## config.mk

```make
export PLATFORM = sky130hd
export DESIGN_NAME = pairing_io_loader
export DESIGN_NICKNAME = d
export VERILOG_FILES = /design/src/rtl/pairing_io_loader.sv
export SDC_FILE = /design/constraint.sdc
export NUM_CORES = 1
export LEC_CHECK = 0
export CAP_MARGIN = 20
export CORE_AREA = 5 5 500 502
export CTS_BUF_LIST = sky130_fd_sc_hd__clkbuf_8
export DETAILED_ROUTE_END_ITERATION = 8
export DIE_AREA = 0 0 505 507
export GPL_ROUTABILITY_DRIVEN = 0
export MAX_ROUTING_LAYER = met4
export PLACE_DENSITY = 0.3
export SKIP_LAST_GASP = 1
export SYNTH_ARGS = -nofsm -noshare
export SYNTH_HDL_FRONTEND = slang
export SYNTH_SLANG_ARGS = --single-unit
export TNS_END_PERCENT = 10
```

## constraint.sdc

```tcl
create_clock -name clk -period 7.4 [get_ports clk]
set_clock_uncertainty 0.1 [all_clocks]
set_input_delay 1.48 -clock clk [delete_from_list [all_inputs] [get_ports clk]]
set_output_delay 1.48 -clock clk [all_outputs]
set_load 0.005 [all_outputs]
```

## src/rtl/pairing_io_loader.sv

```systemverilog
// Host-side loader for the pairing core: fans one host word out to the
// enabled RAM banks in redundant-limb form, and streams result words back
// from the readout port as a valid/ready burst.
module pairing_io_loader #(
  parameter int unsigned WORD_W     = 320,
  parameter int unsigned LIMB_W     = 64,
  parameter int unsigned CARRY_W    = 3,
  parameter int unsigned N_LIMB     = 5,
  parameter int unsigned N_BANK     = 4,
  parameter int unsigned ADDR_W     = 9,
  parameter int unsigned BANK_SHIFT = 7,
  parameter int unsigned OUT_W      = 289,
  parameter int unsigned RD_LAT     = 2
) (
  input  logic                                 clk,
  input  logic                                 rst,
  input  logic                                 cmd_valid,
  output logic                                 cmd_ready,
  input  logic                                 cmd_write,
  input  logic [ADDR_W-1:0]                    cmd_addr,
  input  logic [7:0]                           cmd_len,
  input  logic [N_BANK-1:0]                    cmd_bank_mask,
  input  logic [WORD_W-1:0]                    cmd_wdata,
  input  logic                                 core_busy,
  output logic                                 ext_en,
  output logic [ADDR_W-1:0]                    ext_addr,
  output logic [N_LIMB*(LIMB_W+CARRY_W)-1:0]   ext_data,
  output logic [ADDR_W-1:0]                    rd_addr,
  input  logic [OUT_W-1:0]                     rd_data,
  output logic                                 rsp_valid,
  input  logic                                 rsp_ready,
  output logic [OUT_W-1:0]                     rsp_data,
  output logic                                 rsp_last,
  output logic                                 err
);

  localparam int unsigned SLOT_W = LIMB_W + CARRY_W;
  localparam int unsigned EXT_W  = N_LIMB * SLOT_W;
  localparam int unsigned PAD_W  = N_LIMB * LIMB_W;
  localparam int unsigned BANK_W = (N_BANK > 1) ? $clog2(N_BANK) : 1;
  localparam int unsigned WAIT_W = $clog2(RD_LAT + 1);

  typedef enum logic [1:0] {IDLE, WR, RD_WAIT, RD_RSP} state_t;

  state_t              state_q, state_d;
  logic [ADDR_W-1:0]   addr_q, addr_d;
  logic [N_BANK-1:0]   mask_q, mask_d;
  logic [7:0]          len_q, len_d;
  logic [7:0]          word_q, word_d;
  logic [WAIT_W-1:0]   wait_q, wait_d;

  logic                ext_en_d;
  logic [ADDR_W-1:0]   ext_addr_d;
  logic [EXT_W-1:0]    ext_data_d;
  logic [ADDR_W-1:0]   rd_addr_d;
  logic                rsp_valid_d;
  logic [OUT_W-1:0]    rsp_data_d;
  logic                rsp_last_d;
  logic                err_d;

  logic                accept;
  logic [PAD_W-1:0]    wpad;
  logic [EXT_W-1:0]    wfmt;
  logic [N_BANK-1:0]   scan_mask;
  logic [N_BANK-1:0]   scan_next;
  logic [ADDR_W-1:0]   scan_base;
  logic [BANK_W-1:0]   scan_idx;
  logic [ADDR_W-1:0]   bank_addr;

  assign cmd_ready = (state_q == IDLE) && !core_busy;
  assign accept    = cmd_valid && cmd_ready;

  // Split the host word into limbs with zero carries.
  always_comb begin
    wpad = PAD_W'(cmd_wdata);
    wfmt = '0;
    for (int unsigned i = 0; i < N_LIMB; i++) begin
      wfmt[i*SLOT_W +: SLOT_W] = {{CARRY_W{1'b0}}, wpad[i*LIMB_W +: LIMB_W]};
    end
  end

  // Lowest pending bank and its RAM address; IDLE looks at the incoming command.
  always_comb begin
    scan_mask = (state_q == IDLE) ? cmd_bank_mask : mask_q;
    scan_base = (state_q == IDLE) ? cmd_addr : addr_q;
    scan_next = scan_mask & (scan_mask - N_BANK'(1));
    scan_idx  = '0;
    for (int i = int'(N_BANK) - 1; i >= 0; i--) begin
      if (scan_mask[i]) scan_idx = BANK_W'(i);
    end
    bank_addr = scan_base + (ADDR_W'(scan_idx) << BANK_SHIFT);
  end

  // Next-state and next-output logic.
  always_comb begin
    state_d     = state_q;
    addr_d      = addr_q;
    mask_d      = mask_q;
    len_d       = len_q;
    word_d      = word_q;
    wait_d      = wait_q;
    ext_en_d    = 1'b0;
    ext_addr_d  = ext_addr;
    ext_data_d  = ext_data;
    rd_addr_d   = rd_addr;
    rsp_valid_d = rsp_valid;
    rsp_data_d  = rsp_data;
    rsp_last_d  = rsp_last;
    err_d       = 1'b0;

    case (state_q)
      IDLE: begin
        if (accept) begin
          if (cmd_write) begin
            if (cmd_bank_mask == '0) begin
              err_d = 1'b1;
            end else begin
              addr_d     = cmd_addr;
              mask_d     = scan_next;
              ext_en_d   = 1'b1;
              ext_addr_d = bank_addr;
              ext_data_d = wfmt;
              state_d    = WR;
            end
          end else begin
            rd_addr_d = cmd_addr;
            len_d     = cmd_len;
            word_d    = '0;
            wait_d    = WAIT_W'(RD_LAT);
            state_d   = RD_WAIT;
          end
        end
      end

      WR: begin
        if (mask_q != '0) begin
          ext_en_d   = 1'b1;
          ext_addr_d = bank_addr;
          mask_d     = scan_next;
        end else begin
          state_d = IDLE;
        end
      end

      RD_WAIT: begin
        if (wait_q <= WAIT_W'(1)) begin
          rsp_data_d  = rd_data;
          rsp_valid_d = 1'b1;
          rsp_last_d  = (word_q == len_q);
          state_d     = RD_RSP;
        end else begin
          wait_d = wait_q - WAIT_W'(1);
        end
      end

      RD_RSP: begin
        if (rsp_ready) begin
          rsp_valid_d = 1'b0;
          rsp_last_d  = 1'b0;
          if (word_q == len_q) begin
            state_d = IDLE;
          end else begin
            word_d    = word_q + 8'd1;
            rd_addr_d = rd_addr + ADDR_W'(1);
            wait_d    = WAIT_W'(RD_LAT);
            state_d   = RD_WAIT;
          end
        end
      end

      default: state_d = IDLE;
    endcase
  end

  // State and registered outputs with synchronous reset.
  always_ff @(posedge clk) begin
    if (rst) begin
      state_q   <= IDLE;
      addr_q    <= '0;
      mask_q    <= '0;
      len_q     <= '0;
      word_q    <= '0;
      wait_q    <= '0;
      ext_en    <= 1'b0;
      ext_addr  <= '0;
      ext_data  <= '0;
      rd_addr   <= '0;
      rsp_valid <= 1'b0;
      rsp_data  <= '0;
      rsp_last  <= 1'b0;
      err       <= 1'b0;
    end else begin
      state_q   <= state_d;
      addr_q    <= addr_d;
      mask_q    <= mask_d;
      len_q     <= len_d;
      word_q    <= word_d;
      wait_q    <= wait_d;
      ext_en    <= ext_en_d;
      ext_addr  <= ext_addr_d;
      ext_data  <= ext_data_d;
      rd_addr   <= rd_addr_d;
      rsp_valid <= rsp_valid_d;
      rsp_data  <= rsp_data_d;
      rsp_last  <= rsp_last_d;
      err       <= err_d;
    end
  end

endmodule

```

==> reports/metrics.yaml <==
status:
  status: "finished, final reports clean"
global_routing:
  antenna_found_initial: 59
  grt_overflow: 0
  grt_pass1_vias: 25400
  grt.total_usage: 0.118
  grt_max_degree: 182
  grt_pass1_wl_mm: 211
logic_synthesis:
  synth-edff-count: 0
  synth.avg_cell_area_um2: 7.85
  yosysTopAreaCell: "dfxtp_1"
  synthDistinctLibCells: 53
  synth_seq_cells: 663
  synth-seq-area-share: 0.564
  synth-async-reset-ratio: 0
  synth_cells: 2998
  synth_common_cells: "1273 x nand2_1, 663 x dfxtp_1, 641 x a21oi_1"
  synth_top_area_frac: 0.564
  ys.flop_type: "dfxtp_1"
  yosysWarnings: 0
  synthTopCellsByArea: "dfxtp_1 56%, nand2_1 20%, a21oi_1 14%"
  synthesis.area_um2: 23500
  synth.most_common_cell: "nand2_1"
drt:
  viasPerCell: 3.32
  postRouteAntennaNets: 0
  drt_iter0_drc: 1241
  vias: 25200
  drcViolationCount: 0
  routedWlPerCell_um: 20.4
  firstDrtPassIters: 5
  wl_mm: 155
clocking:
  root_buffer: "clkbuf_8"
  worstSkewPairLatency_ns: 0.85
  clk_pin_slew_worst_paths_ns: 0.06
  cts_hold_buf: 0
  post-cts-setup-buffer-count: 0
  post_cts_resized: 0
  cts_inserted_buffers: 149
  cts_sinks: 663
  cts_tree: "yes"
  clockBufferDepth: 3
  htree_levels: 4
min_path:
  min_path_type: "register to register"
sta:
  drv_slew: 0
  tightest_slew_ns: 1.27
  rsz0062_at_grt: "no"
  hold_viol_final: 0
  post-route-period-util: 0.583
  finalCriticalPeriod_ns: 4.32
  setup_violations: 0
  max_freq_mhz: 232
  setup_tns_ns: 0
  relSlewSlack: 0.151
placed_design:
  io_buffers: 1267
  hpwlAfterDp_mm: 116
  placedCellCount: 7287
power_and_ir_drop:
  power_leakage_nw: 14.2
  p_comb_frac: 0.288
  power.density_nw_per_um2: 283
  intPower_w: 0.00787
  swShare: 0.351
  ir_drop_mv: 0.194
  switching_power_w: 0.00425
  clockPowerShare: 0.356
  seqPwrFrac: 0.355
cells_and_area:
  drive_above_1_share: 0.0575
  fin_cells: 7594
  area_delta_synth_final_pct: 81.7
  nets: 4863
critical_path:
  cp-startpoint: "state_q[0]$_SDFFE_PP0P_"
  start_kind: "register"
  r2r_end: "mask_q[2]$_SDFFE_PP0P_"
  arrival_ns: 2.74
  crit_required_ns: 5.82
  crit_fanout: 22
  crit_path_end: "cmd_ready"
  r2r_start: "state_q[0]$_SDFFE_PP0P_"
  end_kind: "primary output"
  r2r_cells: 9
  regToRegSetupSlack_ns: 4.19
  worstSetupPathType: "register to primary output"
die:
  start_util: 0.0961
  core_um2: 245000
  num_rows: 182
  ioPinCount: 1283
  die_area_um2: 256000
  die_h_um: 507
  die_w_um: 505
run:
  cap_violations: 0
cell type report:
class,instances,area [um2]
Fill cell,27700,202000
Sequential cell,663,13300
Timing Repair Buffer,1292,13000
Multi-Input combinational cell,2102,9280
Tap cell,3220,4030
Clock buffer,185,2550
Clock inverter,80,490
Antenna cell,42,105
Inverter,10,37.5
worst min path at each step:
stage / from / to / cells past startpoint
3_5_place_dp: rsp_data[17]$_SDFFE_PP0P_ / rsp_data[17]$_SDFFE_PP0P_ / 2
6_report: rsp_data[33]$_SDFFE_PP0P_ / rsp_data[33]$_SDFFE_PP0P_ / 2
5_1_grt: rsp_data[17]$_SDFFE_PP0P_ / rsp_data[17]$_SDFFE_PP0P_ / 2
2_1_floorplan: addr_q[7]$_SDFFE_PP0P_ / addr_q[7]$_SDFFE_PP0P_ / 2
4_1_cts: rsp_data[17]$_SDFFE_PP0P_ / rsp_data[17]$_SDFFE_PP0P_ / 2
3_3_place_gp: ext_data[95]$_SDFFE_PP0P_ / ext_data[95]$_SDFFE_PP0P_ / 2
power groups by stage:
stage	registers, W	logic, W	clock network (W)
floorplan	0.00438	0.00139	0
CTS	0.00432	0.00365	0.00460
global placement	0.00437	0.00363	0
detailed placement	0.00439	0.00364	0
global route	0.00437	0.00385	0.00473
finish	0.00431	0.00349	0.00432
critical path: stages, from the launching register on:
cell,delay [ns]
dfxtp_1,0.33
inv_1,0.13
ha_1,0.16
buf_4,0.31
inv_1,0.25
nor2_1,0.14
clkdlybuf4s50_1,0.56
cell families (layout without fill, tap and decap cells):
| family | Yosys count | count (layout) | share of synthesized area |
|---|---|---|---|
| and+or+nand+nor | 1365 | 1365 | 0.226 |
| DFF | 663 | 663 | 0.564 |
| other | 1 | 57 | 0.000159 |
| muxes | 10 | 10 | 0.00431 |
| buffers and inverters | 247 | 1567 | 0.0448 |
| adders and majority gates | 9 | 9 | 0.00478 |
| AOI/OAI and AO/OA | 689 | 689 | 0.151 |
| xor gates and xnor gates | 14 | 14 | 0.00521 |
layer usage:
metal  routed length, um  vias to the layer above  global-route usage
li1                    -                    12200                   -
met1               60900                    11700               0.126
met2               75100                     1004               0.198
met3               14900                      250              0.0531
met4                3930                        0              0.0338
met5                   0                        -                   -
cells in the final DEF (no fill, tap or decap), drive strengths merged, types with 2 or more instances in the layout:
| cell type | count |
|---|---|
| nor4 | 4 |
| clkbuf | 185 |
| a22oi | 4 |
| and4 | 3 |
| a21oi | 641 |
| nand3 | 11 |
| or2 | 2 |
| diode | 42 |
| buf | 26 |
| conb | 15 |
| nor3b | 3 |
| o21ai | 14 |
| a31oi | 3 |
| nor2b | 4 |
| clkdlybuf4s50 | 1266 |
| clkinv | 13 |
| a311oi | 2 |
| dfxtp | 663 |
| a222oi | 2 |
| nor2 | 27 |
| and2 | 2 |
| nor3 | 9 |
| and3 | 5 |
| xor2 | 12 |
| nand3b | 3 |
| mux2i | 9 |
| nand4b | 3 |
| nand2b | 8 |
| a211oi | 10 |
| a2111oi | 2 |
| ha | 9 |
| inv | 75 |
| nand2 | 1273 |
| nand4 | 6 |
| xnor2 | 2 |
metrics by stage:
step	worst slack, ns	utilization	total power, W	area, um2	hold WS, ns
2_1_floorplan	4.23	-	0.00577	23600	0.334
3_5_place_dp	2.51	0.162	0.00802	39600	0.346
3_3_place_gp	2.55	0.162	0.00800	39600	0.340
6_report	3.08	0.175	0.0121	42800	0.351
4_1_cts	2.88	0.174	0.0126	42700	0.353
5_1_grt	2.86	0.175	0.0129	42800	0.364
sequential cells by signal, indices dropped and copies added (netlist names):
register and count:
mask_q 3, err 1, wait_q 2, rsp_last 1, rsp_valid 1, addr_q 9
state_q 2, word_q 8, rd_addr 9, ext_addr 9, rsp_data 289, len_q 8
ext_en 1, ext_data 320
Power figures use the tool's default switching activity.
